[config.mk]
export PLATFORM = sky130hd
export DESIGN_NAME = insn_fetch_unit
export DESIGN_NICKNAME = d
export VERILOG_FILES = /design/src/rtl/cpu_pkg.sv /design/src/rtl/insn_fetch_unit_pc_reg.sv /design/src/rtl/insn_fetch_unit.sv
export SDC_FILE = /design/constraint.sdc
export NUM_CORES = 1
export LEC_CHECK = 0
export BUFFER_PORTS_ARGS = -buffer_cell sky130_fd_sc_hd__clkbuf_2
export CORE_UTILIZATION = 50
export CTS_CLUSTER_DIAMETER = 200
export CTS_CLUSTER_SIZE = 28
export DETAILED_ROUTE_END_ITERATION = 10
export HOLD_SLACK_MARGIN = 0.05
export PLACE_DENSITY = 0.85
export SLEW_MARGIN = 25
export SYNTH_ARGS = -nofsm -noshare
export SYNTH_HDL_FRONTEND = slang
export SYNTH_HIERARCHICAL = 1
export SYNTH_SLANG_ARGS = --single-unit
[constraint.sdc]
create_clock -name CLK -period 3.31 [get_ports CLK]
set_input_delay 0.1655 -clock CLK [delete_from_list [all_inputs] [get_ports CLK]]
set_output_delay 0.1655 -clock CLK [all_outputs]
set_load 0.02 [all_outputs]
[src/rtl/cpu_pkg.sv]
// cpu_pkg: shared fetch state encoding, NOP word and pc_next_sel constants
package cpu_pkg;
  typedef enum logic [1:0] {
    S_REQ   = 2'd0,
    S_VALID = 2'd1,
    S_FAULT = 2'd2
  } state_t;
  localparam logic [31:0] NOP_INSN = 32'h0000_0013;
  localparam logic PC_SEL_INC = 1'b0;
  localparam logic PC_SEL_TGT = 1'b1;
endpackage

[src/rtl/insn_fetch_unit_pc_reg.sv]
// pc_reg: program counter with +4 adder, next-pc mux and target alignment check (clk, rst, i_load, i_sel, i_target -> o_pc, o_pc_plus4, o_misalign)
module pc_reg
  import cpu_pkg::*;
#(
  parameter logic [31:0] RESET_PC = 32'h0000_0000
) (
  input  logic        clk,
  input  logic        rst,
  input  logic        i_load,
  input  logic        i_sel,
  input  logic [31:0] i_target,
  output logic [31:0] o_pc,
  output logic [31:0] o_pc_plus4,
  output logic        o_misalign
);
  logic [31:0] r_pc;
  assign o_pc = r_pc;
  assign o_pc_plus4 = r_pc + 32'd4;
  assign o_misalign = (i_sel == PC_SEL_TGT) && (i_target[1:0] != 2'b00);
  always_ff @(posedge clk)
    if (rst) r_pc <= RESET_PC;
    else if (i_load) r_pc <= (i_sel == PC_SEL_TGT) ? i_target : o_pc_plus4;
endmodule

[src/rtl/insn_fetch_unit.sv]
// insn_fetch_unit: fetches words over mem_req/mem_ack onto INSN, owns pc; optional FETCH_TIMEOUT_EN fault on missing ack (CLK, RST, mem_*, INSN, insn_valid, insn_taken, pc_next_sel, redirect_target, pc, pc_plus4, fetch_fault)
module insn_fetch_unit
  import cpu_pkg::*;
#(
  parameter logic [31:0] RESET_PC = 32'h0000_0000
`ifdef FETCH_TIMEOUT_EN
  , parameter int TIMEOUT = 16
`endif
) (
  input  logic        CLK,
  input  logic        RST,
  output logic        mem_req,
  output logic [31:0] mem_addr,
  input  logic        mem_ack,
  input  logic [31:0] mem_rdata,
  output logic [31:0] INSN,
  output logic        insn_valid,
  input  logic        insn_taken,
  input  logic        pc_next_sel,
  input  logic [31:0] redirect_target,
  output logic [31:0] pc,
  output logic [31:0] pc_plus4,
  output logic        fetch_fault
);
  state_t      r_state;
  logic        r_mem_req;
  logic        r_insn_valid;
  logic        r_fault;
  logic [31:0] r_insn;
  logic        w_ack;
  logic        w_take;
  logic        w_misalign;
  logic        w_tmo;
  assign w_ack = (r_state == S_REQ) && r_mem_req && mem_ack;
  assign w_take = (r_state == S_VALID) && r_insn_valid && insn_taken;
`ifdef FETCH_TIMEOUT_EN
  localparam int CW = $clog2(TIMEOUT + 1);
  logic [CW-1:0] r_cnt;
  assign w_tmo = (r_state == S_REQ) && r_mem_req && !mem_ack && (r_cnt == CW'(TIMEOUT - 1));
  always_ff @(posedge CLK)
    if (RST || r_state != S_REQ) r_cnt <= '0;
    else if (r_mem_req && !mem_ack) r_cnt <= r_cnt + 1'b1;
`else
  assign w_tmo = 1'b0;
`endif
  pc_reg #(.RESET_PC(RESET_PC)) u_pc (
    .clk       (CLK),
    .rst       (RST),
    .i_load    (w_take && !w_misalign),
    .i_sel     (pc_next_sel),
    .i_target  (redirect_target),
    .o_pc      (pc),
    .o_pc_plus4(pc_plus4),
    .o_misalign(w_misalign)
  );
  always_ff @(posedge CLK)
    if (RST) begin
      r_state      <= S_REQ;
      r_mem_req    <= 1'b0;
      r_insn_valid <= 1'b0;
      r_insn       <= NOP_INSN;
      r_fault      <= 1'b0;
    end else begin
      case (r_state)
        S_REQ:
          if (w_ack) begin
            r_insn       <= mem_rdata;
            r_insn_valid <= 1'b1;
            r_mem_req    <= 1'b0;
            r_state      <= S_VALID;
          end else if (w_tmo) begin
            r_fault   <= 1'b1;
            r_mem_req <= 1'b0;
            r_state   <= S_FAULT;
          end else r_mem_req <= 1'b1;
        S_VALID:
          if (w_take) begin
            r_insn_valid <= 1'b0;
            r_fault      <= w_misalign;
            r_state      <= w_misalign ? S_FAULT : S_REQ;
          end
        default: begin
          r_mem_req    <= 1'b0;
          r_insn_valid <= 1'b0;
        end
      endcase
    end
  assign mem_req = r_mem_req;
  assign mem_addr = pc;
  assign INSN = r_insn;
  assign insn_valid = r_insn_valid;
  assign fetch_fault = r_fault;
endmodule

Word-level counts from Yosys, hierarchy flattened
Index checks and enable logic that the tools add are counted.
{ "classes": {"reduce_logical": 14, "n_eq_ne": 3, "n_addsub": 1, "muxes": 10} }
{ "op_table": {"columns": ["operator", "n"], "rows": [
  ["adder 32 x 3 -> 32 bit, second input constant", 1],
  ["2-to-1 mux 32 bit", 1],
  ["logical AND 1 bit", 6],
  ["2-to-1 mux 2 bit", 3],
  ["AND reduction 2 bit", 3],
  ["inequality test 2 bit, second input constant", 2],
  ["one-hot mux 1 bit (2 select lines)", 2],
  ["one-hot mux 2 bit (2 select lines)", 1],
  ["nonzero test 2 bit", 2],
  ["2-to-1 mux 1 bit", 3],
  ["AND reduction 3 bit", 1],
  ["== test 2 x 1 -> 1 bit, second input constant", 1],
  ["zero test 2 bit", 1],
  ["zero test 1 bit", 1]
]} }
{ "word_totals": {"regBits": 69, "output_inout_bits": 131, "inputBits": 69, "wordCells": 34} }

Longest topological paths before layout
Gate-level depths: netlist of the first run.
{ "depth": {"word_depth": 5, "ltp_mapped": 10, "mapped_depth_nobuf": 7} }

Cells and area by module
Netlist of the first run, hierarchy kept.
{ "modules_own_cells": {"columns": ["module", "seq_area_each_um2", "n_inst", "area_each_um2", "cells_per_inst"], "rows": [
  ["pc_reg", 640.6, 1, 2713.9, 358],
  ["insn_fetch_unit", 740.7, 1, 1571.5, 194]
]} }

Least setup slack after synthesis of the first run
OpenSTA, ideal clock, no wires.
{ "synth_path": {"path_type": "reg2out", "start": "reg u_pc.r_pc[2], in the netlist u_pc/o_pc[2]", "end": "out pc_plus4[18]", "arrival_time_ps": 2179, "required_ps": 3144, "n_path_buf": 1, "slack_ps": 965, "stages_incl_launch_ff": 7, "path_cell_list": "dfxtp_1 > ha_1 > nand3_1 > clkbuf_1 > nor4_2 > nand3_1 > xnor2_1"} }
{ "synth_via": {"elab_chain_len": 1} }
{ "synth_rtl": {"columns": ["item", "line_no", "source"], "rows": [
  ["start, declared", "insn_fetch_unit_pc_reg.sv:16", "logic [31:0] r_pc;"],
  ["start signal, assigned", "insn_fetch_unit_pc_reg.sv:22", "else if (i_load) r_pc <= (i_sel == PC_SEL_TGT) ? i_target : o_pc_plus4;"],
  ["adder 32 x 3 -> 32 bit", "insn_fetch_unit_pc_reg.sv:18", "assign o_pc_plus4 = r_pc + 32'd4;"],
  ["end, declared", "insn_fetch_unit.sv:22", "output logic [31:0] pc_plus4,"]
]} }
No other way between the ends.

Worst setup path after layout of the first run
{ "layout_path": {"start": "reg u_pc.r_pc[2], in the netlist u_pc/o_pc[2]", "end": "out pc_plus4[26]"} }
Same word-level chain as after synthesis.

==> summary.md, run 1 <==
| Metric | Value |
|---|---|
| Initial DRC count | `376` |
| Initial antenna violation count | `0` |
| Cell row count | `33` |
| CP delay by family, top | `simple AND/OR/NAND/NOR gates` |
| Number of flops mapped to enable cells by yosys | `0` |
| Vias in the first global route | `4360` |
| N_diodes | `0` |
| TritonCTS Sinks | `69` |
| Relative slew margins | `38.6%` |
| Post-Synth Simple-Gate Area | `29.4%` |
| RSZ-0062 raised after global routing | `false` |
| Worst IR Drop VDD | `0.000430 V` |
| Worst-path maximum fanout | `11` |
| Clock Latency Late Sink | `0.34 ns` |
| Post-CTS Setup Inserts | `0` |
| Residual DRC | `0` |
| Worst-path cell with the longest stage delay | `dfxtp_1` |
| Fin util | `65.1%` |
| # setup viols final | `0` |
| WP data required | `3.14 ns` |
| First-pass GRT wire length | `21100 µm` |
| Largest family of logic cells by synthesized area | `simple AND/OR/NAND/NOR gates` |
| CTS Buf Count | `9` |
| Synth warn | `6` |
| Final WL | `13600 µm` |
| Status | `finished clean` |
| Largest incremental delay on the critical path | `0.50 ns` |
| Initial core utilization | `51.9%` |
| Post-synthesis mux area share | `0.467%` |
| Placed cell area | `4890 µm²` |
| Max H-tree Level | `3` |
| Hpwl dp | `8950 µm` |
| Tmin final | `2.78 ns` |
| Core box area | `8260 µm²` |
| Cell Area, Synth | `4290 µm²` |
| Drt pass-1 iters | `5` |
| Post-synthesis async set-or-reset flop share | `0%` |
| Cell taking the most area after synthesis | `dfxtp_1` |
| Crit-path cells | `ha_1 -> nand3_1 -> buf_4 -> or3_1 -> or2_2 -> xnor2_1 -> clkbuf_2` |
| Hold Violations, Final | `0` |
| WP data arrival | `2.61 ns` |
| Crit Path Category | `register to primary output` |
| Slew @ Worst Pin | `0.913 ns` |
| Via/cell ratio | `5.83` |
| Post-CTS sizing | `0` |
| Gr usage total | `30.0%` |
| Period utilisation layout | `83.9%` |
| Distinct cell type count after synthesis | `70` |
| Die height | `94.6 µm` |
| Final setup skew | `0.00920 ns` |
| Setup TNS | `0 ns` |
| Nets | `783` |
| FF+latch count, synth | `69` |
| Final ANT Viol Nets | `0` |
| Die area | `8950 µm²` |
| Overflow left after global routing | `0` |
| Via count | `4799` |
| Number of standard cells after synthesis | `552` |
| Place WS | `0.918 ns` |
| Sequential share of the synthesized area | `32.2%` |
| P per Cell Area | `343 nW/µm²` |
| Post-synthesis adder-cell area fraction | `0.292%` |
| Proportion of layout cells with a drive suffix above 1 | `33.4%` |
| CTS max path bufs | `2` |
| Root Buffer | `clkbuf_8` |
| Largest net degree at the start of global routing | `62` |
| Synthesized net count | `622` |
| M1 WL | `5170 µm` |
| Top FF cell, synth | `dfxtp_1` |
| Design Area, Final | `5380 µm²` |
| Worst setup margin | `0.532 ns` |
| Worst min path class | `primary input to register` |
| Routed length per placed instance | `16.5 µm` |
| Die Width | `94.6 µm` |
| Worst setup EP type | `primary output` |
| Max-slew violation count | `0` |
| Synth Area in Compound Gates | `18.1%` |
| Leak | `2.36 nW` |
| Hold Buf Count CTS | `28` |
| Post-synth top area share | `32.2%` |
| WP buf/inv | `2` |
| CTS tree | `yes` |
| Max-cap violations | `0` |
| Worst Setup Start Kind | `register` |
| Most frequent cells in the layout | `clkbuf_2 (199), nand2_1 (90), dfxtp_1 (69)` |
| Top post-synthesis cells by area | `dfxtp_1 (32%), nand2_1 (7.9%), buf_4 (6.5%)` |
| WL met2 | `6530 µm` |
| Most common cell after layout, fill and taps aside | `clkbuf_2` |
| Synth Area in XOR/XNOR | `5.31%` |
| Syn_area_per_cell | `7.76 µm²` |
| Met3 Wirelength | `1470 µm` |
| Num ports | `200` |
| I/O Buffers | `199` |
| Clock-pin slew on the worst setup and hold paths | `0.08 ns` |
| Area growth, synth to finish | `25.5%` |
| Max layer used | `met4` |
| Routability Congestion | `0.887` |
| Max Clk Rate | `360 MHz` |
-- routing by layer --
layer | up-vias | global-route usage, %
li1 | 2253 | -
met1 | 2199 | 34.5
met2 | 303 | 50.7
met3 | 44 | 8.86
met4 | 0 | 14.4
met5 | - | 0
-- registers in the layout, indices dropped and copies added, names as in the netlist --
register	count
INSN	32
fetch_fault	1
insn_valid	1
mem_req	1
r_state	2
u_pc/o_pc	32
-- final timing paths --
check	cells past startpoint	slack (ns)	end	from
min reg2reg	2	0.46	INSN[2]$_SDFFE_PP0P_	INSN[2]$_SDFFE_PP0P_
max	7	0.53	pc_plus4[26]	u_pc/o_pc[2]$_SDFFE_PP0P_
max reg2reg	6	1.00	u_pc/o_pc[20]$_SDFFE_PP0P_	u_pc/o_pc[2]$_SDFFE_PP0P_
min	3	0.08	u_pc/o_pc[0]$_SDFFE_PP0P_	redirect_target[0]
-- power by group --
part           leakage [nW]  switching, mW  internal (mW)  total [mW]
Combinational          1.70          0.151          0.105       0.256
Clock                0.0968          0.356          0.357       0.713
Sequential            0.559         0.0214          0.856       0.877
-- per-stage QoR --
stage	power, mW	hold slack [ns]	instances
finish	1.85	0.0815	823
global route	1.92	0.0790	823
CTS	1.85	0.0548	823
detailed placement	1.12	0.389	779
global placement	1.11	0.379	779
floorplan	1.04	0.293	552
-- cells in the mapped netlist (10+ instances only) --
master and number:
a21oi_1 45, buf_2 12, buf_4 37, buf_6 10, clkbuf_1 19, dfxtp_1 69
inv_1 10, nand2_1 90, nand3_1 26, nand4_1 13, nor2_1 33, nor3_1 19
o21ai_0 13, xnor2_1 16, xor2_1 10
-- area by class of cell --
class	count	area [µm²]
fillers	728	2880
multi-input cells	389	2300
flip-flops and latches	69	1380
repair buffers	233	1320
well taps	105	131
clock buffers	9	124
clock inverters	7	80.1
inverters	11	41.3
-- logic make-up (layout without fill, tap and decap cells) --
group,count (synthesis),count (layout)
buffers and inverters,94,260
muxes,2,2
adders and majority gates,1,1
xor gates and xnor gates,26,26
and+or+nand+nor,243,243
AOI/OAI and AO/OA,117,117
DFF,69,69
-- worst register-to-register path, cell delays in order, from the launching register on --
cell and delay [ns]:
dfxtp_1 0.50, ha_1 0.30, nand3_1 0.10, buf_4 0.20, or3_1 0.46, or2_1 0.31
a2111oi_2 0.33
Note: power is estimated with default switching activity, not from simulation.
==> run 2: changes to the inputs <==
CORE_UTILIZATION = 47   (was 50)
PLACE_DENSITY = 0.81   (was 0.85)
clock period = 2.8 ns   (was 3.31 ns; I/O delays follow)
==> run 2 against run 1 <==
  * Setup slack worse by 0.35 ns
  * First-iteration DRC count decreased by 29%
  * Die area is 6.2% higher
  * Combinational power is 20% higher
  * Register-to-register slack lost 0.44 ns
  * Via count is 0.25% lower
  * Flip-flop and latch count did not move
  * Critical endpoint unchanged
  * Largest cell class unchanged
  * Largest power group unchanged
  * Highest routed layer unchanged
==> summary.md, run 2 (synthesized netlist as in run 1, its figures left out) <==
| Metric | Value |
|---|---|
| Cell row count | `34` |
| Worst setup EP type | `primary output` |
| R2R Path End | `u_pc/o_pc[8]$_SDFFE_PP0P_` |
| Core box area | `8760 µm²` |
| Via count | `4787` |
| Final WL | `13500 µm` |
| Hold Startpoint | `redirect_target[0]` |
| Worst min path class | `primary input to register` |
| Initial DRC count | `266` |
| Hpwl dp | `9120 µm` |
| CTS tree | `yes` |
| CTS Buf Count | `9` |
| Drt pass-1 iters | `5` |
| Clock-pin slew on the worst setup and hold paths | `0.08 ns` |
| Max-cap violations | `0` |
| Via/cell ratio | `5.75` |
| Place WS | `0.428 ns` |
| Hold Violations, Final | `0` |
| P per Cell Area | `388 nW/µm²` |
| Largest incremental delay on the critical path | `0.51 ns` |
| Proportion of layout cells with a drive suffix above 1 | `33.7%` |
| CTS max path bufs | `2` |
| Crit Path Category | `register to primary output` |
| Fillcell total | `774` |
| Worst IR Drop VDD | `0.000296 V` |
| TritonCTS Sinks | `69` |
| Gr usage total | `27.6%` |
| Nets | `790` |
| Most common cell after layout, fill and taps aside | `clkbuf_2` |
| Post-CTS Setup Inserts | `0` |
| Hold Crit Depth | `3` |
| Die area | `9500 µm²` |
| FF-to-FF setup slack | `0.56 ns` |
| Num ports | `200` |
| Max-slew violation count | `0` |
| WP data arrival | `2.48 ns` |
| Crit-path cells | `ha_1 -> nand3_1 -> or3_1 -> or2_2 -> xnor2_1 -> clkbuf_2` |
| Worst-path cell with the longest stage delay | `dfxtp_1` |
| Routability Congestion | `0.889` |
| Period utilisation layout | `93.5%` |
| Final setup skew | `0.0133 ns` |
| Initial core utilization | `48.9%` |
| Die height | `97.5 µm` |
| Leak | `2.39 nW` |
| Largest net degree at the start of global routing | `61` |
| Reg2reg path depth | `6` |
| # setup viols final | `0` |
| Root Buffer | `clkbuf_8` |
| Status | `finished clean` |
| Setup TNS | `0 ns` |
| Worst setup margin | `0.181 ns` |
| Crit. Startpoint | `u_pc/o_pc[2]$_SDFFE_PP0P_` |
| Worst Setup Start Kind | `register` |
| Routed length per placed instance | `16.2 µm` |
| Worst-path maximum fanout | `10` |
| RR Startpoint | `r_state[0]$_SDFFE_PP0P_` |
| I/O Buffers | `199` |
| Clock Latency Late Sink | `0.34 ns` |
| Tmin final | `2.62 ns` |
| Fin util | `61.9%` |
| Die Width | `97.5 µm` |
| First-pass GRT wire length | `21800 µm` |
| Vias in the first global route | `4447` |
| Residual DRC | `0` |
| Slew @ Worst Pin | `0.691 ns` |
| WP data required | `2.66 ns` |
| Max Clk Rate | `382 MHz` |
| Relative slew margins | `53.7%` |
| Area growth, synth to finish | `26.6%` |
| Final ANT Viol Nets | `0` |
| Most frequent cells in the layout | `clkbuf_2 (199), nand2_1 (90), dfxtp_1 (69)` |
| Initial antenna violation count | `0` |
| N_diodes | `0` |
| RSZ-0062 raised after global routing | `false` |
| Overflow left after global routing | `0` |
| Max H-tree Level | `3` |
| Worst Hold Endpoint | `u_pc/o_pc[0]$_SDFFE_PP0P_` |
==> run 2: changes by cell type in the layout (fill, tap and decap cells not counted) <==
cell	change
clkinvlp_4	+1
nor4_2	-1
nor4_4	+1
dlygate4sd3_1	+3
buf_4	+4
bufinv_16	-1
==> run 2: what timing repair did <==
| item | 4_1_cts | 5_1_grt |
|---|---|---|
| setup endpoints to repair | 0 | 2 |
| gates resized for setup | 0 | 1 |
| hold buffers | 31 | 0 |
| hold endpoints to repair | 31 | 0 |
==> run 2: metrics by stage <==
stage	cell area [µm²]	hold slack, ns	cells	power (mW)
2_1_floorplan	4290	0.267	552	1.23
5_1_grt	5430	0.0633	833	2.20
4_1_cts	5420	0.0564	833	2.11
3_3_place_gp	4930	0.355	786	1.32
6_report	5430	0.0651	833	2.11
3_5_place_dp	4930	0.369	786	1.32
==> run 2: how the worst max path moves through the flow <==
stage / endpoint / depth (start not counted)
global route: pc_plus4[26] / 6
CTS: pc_plus4[18] / 7
detailed placement: pc_plus4[18] / 7
floorplan: pc_plus4[18] / 6
finish: pc_plus4[26] / 6
global placement: pc_plus4[18] / 7
==> run 2: layout make-up <==
class	count	area, µm²	share of cell area, %
multi-input combinational	389	2310	42.5
sequential	69	1380	25.5
timing repair buffer	240	1380	25.5
tap	108	135	2.49
clock buffer	9	124	2.28
clock inverter	7	57.6	1.06
inverter	11	41.3	0.761
==> run 2: where the power goes <==
group,switching [mW],internal [mW]
sequential,0.0242,1.01
clock,0.431,0.332
combinational,0.180,0.129
==> run 2: worst max-delay path, delay by kind of cell (launching register included) <==
kind | cells | cell delay (ns)
xor+xnor | 1 | 0.15
fa+ha+maj | 1 | 0.29
buf+inv | 1 | 0.19
flops | 1 | 0.51
simple gates | 3 | 1.00
==> run 2: per-layer routing <==
layer	vias to the layer above	wire (µm)	GRT usage, %
met5	-	0	0
met4	0	326	10.2
met3	31	1360	6.69
met2	303	6710	48.7
met1	2190	5130	32.3
li1	2263	-	-
==> run 3: changes to the inputs <==
CORE_UTILIZATION = 49   (was 47)
CTS_BUF_LIST = sky130_fd_sc_hd__clkbuf_2   (was unset)
PLACE_DENSITY = 0.84   (was 0.81)
==> run 3 against run 2 <==
  * Register-to-register slack gained 0.05 ns
  * Die area shrank 4.0%
  * Fmax shrank 1.5%
  * Utilization grew 6.8 points
  * Sequential share of layout area shrank 1.0 points
  * Via count grew 3.8%
  * Design area grew 5.6%
  * Setup slack lost 0.041 ns
  * Non-clock buffer count grew 32
  * Global-route usage grew 3.0 points
  * Critical path depth shrank 1
  * Flip-flop and latch count is the same
  * Critical path type unchanged
  * Critical endpoint unchanged
==> summary.md, run 3 (synthesized netlist as in run 1, its figures left out) <==
| Metric | Value |
|---|---|
| Core box area | `8340 µm²` |
| Tmin final | `2.66 ns` |
| Max Clk Rate | `376 MHz` |
| Hpwl dp | `8830 µm` |
| P per Cell Area | `362 nW/µm²` |
| # setup viols final | `0` |
| Reg area | `1400 µm²` |
| GR met1 Demand/Resource | `35.5%` |
| Clock-pin slew on the worst setup and hold paths | `0.21 ns` |
| WP data required | `2.66 ns` |
| Routability Congestion | `0.879` |
| TritonCTS Sinks | `69` |
| Slew @ Worst Pin | `0.720 ns` |
| Max-cap violations | `0` |
| Setup TNS | `0 ns` |
| Max H-tree Level | `3` |
| Routed length per placed instance | `16.3 µm` |
| Drt pass-1 iters | `5` |
| Busiest layer in global routing | `met2` |
| Initial DRC count | `342` |
| Crit-path cells | `nand4_2 -> or3_4 -> or2_2 -> xnor2_1 -> clkbuf_2` |
| Most common cell after layout, fill and taps aside | `clkbuf_2` |
| Fin util | `68.7%` |
| WP buf/inv | `1` |
| Final WL | `14100 µm` |
| Worst setup EP type | `primary output` |
| Crit Path Category | `register to primary output` |
| Most frequent cells in the layout | `clkbuf_2 (208), nand2_1 (90), dlygate4sd3_1 (64)` |
| Relative slew margins | `51.9%` |
| GR met3 Demand/Resource | `6.86%` |
| Initial antenna violation count | `0` |
| Gr usage total | `30.6%` |
| Final setup skew | `0.0263 ns` |
| I/O Buffers | `199` |
| Residual DRC | `0` |
| Hold Violations, Final | `0` |
| Die height | `95.5 µm` |
| Met2 Track Usage GR | `53.2%` |
| Proportion of layout cells with a drive suffix above 1 | `34.1%` |
| Worst Setup Start Kind | `register` |
| Die area | `9120 µm²` |
| Multi-input gate area | `2310 µm²` |
| Clock Latency Late Sink | `0.50 ns` |
| First-pass GRT wire length | `21900 µm` |
| CTS max path bufs | `2` |
| Period utilisation layout | `95.0%` |
| CTS tree | `yes` |
| CTS Buf Count | `9` |
| Cell row count | `33` |
| Via/cell ratio | `5.77` |
| Leak | `2.51 nW` |
| Status | `finished clean` |
| Max-slew violation count | `0` |
| Worst IR Drop VDD | `0.000273 V` |
| Initial core utilization | `51.4%` |
| Final ANT Viol Nets | `0` |
| Die Width | `95.5 µm` |
| Via count | `4970` |
| WP data arrival | `2.52 ns` |
| Largest incremental delay on the critical path | `0.58 ns` |
| Worst-path cell with the longest stage delay | `dfxtp_1` |
| Overflow left after global routing | `0` |
| Largest net degree at the start of global routing | `61` |
| Post-CTS Setup Inserts | `0` |
| Num ports | `200` |
| Root Buffer | `clkbuf_2` |
| CP delay by family, top | `simple AND/OR/NAND/NOR gates` |
| Worst min path class | `primary input to register` |
| Area growth, synth to finish | `33.8%` |
| Worst-path maximum fanout | `9` |
| Fillcell total | `665` |
| Vias in the first global route | `4577` |
| N_diodes | `0` |
| Nets | `822` |
-- run 3: metal layers --
| metal | up-vias | share of wire [%] |
|---|---|---|
| li1 | 2321 | - |
| met1 | 2295 | 39 |
| met3 | 33 | 9.3 |
| met4 | 0 | 2.2 |
| met5 | - | 0 |
| met2 | 321 | 50 |
-- run 3: path summary, 6_finish.rpt --
path              depth (start not counted)                        end  slack [ns]                       from
hold / removal                            2  u_pc/o_pc[9]$_SDFFE_PP0P_        0.11                        RST
setup / recovery                          5               pc_plus4[26]        0.14  u_pc/o_pc[9]$_SDFFE_PP0P_
setup reg to reg                          6  u_pc/o_pc[7]$_SDFFE_PP0P_        0.61    r_state[0]$_SDFFE_PP0P_
hold reg to reg                           2      INSN[24]$_SDFFE_PP0P_        0.47      INSN[24]$_SDFFE_PP0P_
-- run 3: timing repair --
action,4_1_cts,5_1_grt
gates resized for setup,5,12
endpoints found under the setup margin,4,7
hold buffers,64,0
endpoints found under the hold margin,66,0
-- run 3: metrics by stage --
step	hold WS [ns]	setup WS [ns]	cell area [µm²]	power [mW]	cells
2_1_floorplan	0.267	0.481	4290	1.23	552
3_3_place_gp	0.356	0.458	4910	1.31	782
3_5_place_dp	0.371	0.391	4910	1.32	782
4_1_cts	0.0577	0.0344	5710	2.09	862
5_1_grt	0.0764	-0.00669	5730	2.17	862
6_report	0.108	0.140	5730	2.08	862
-- run 3: where the power goes --
group	internal (mW)	switching, mW
registers	1.01	0.0252
clock network	0.300	0.393
logic	0.157	0.189
-- run 3: final cells by class --
cell class | count | share of cell area, %
multi-input combinational | 389 | 40.3
timing repair buffer | 272 | 29.7
sequential | 69 | 24.4
tap | 105 | 2.29
clock inverter | 7 | 1.72
clock buffer | 9 | 0.786
inverter | 11 | 0.720
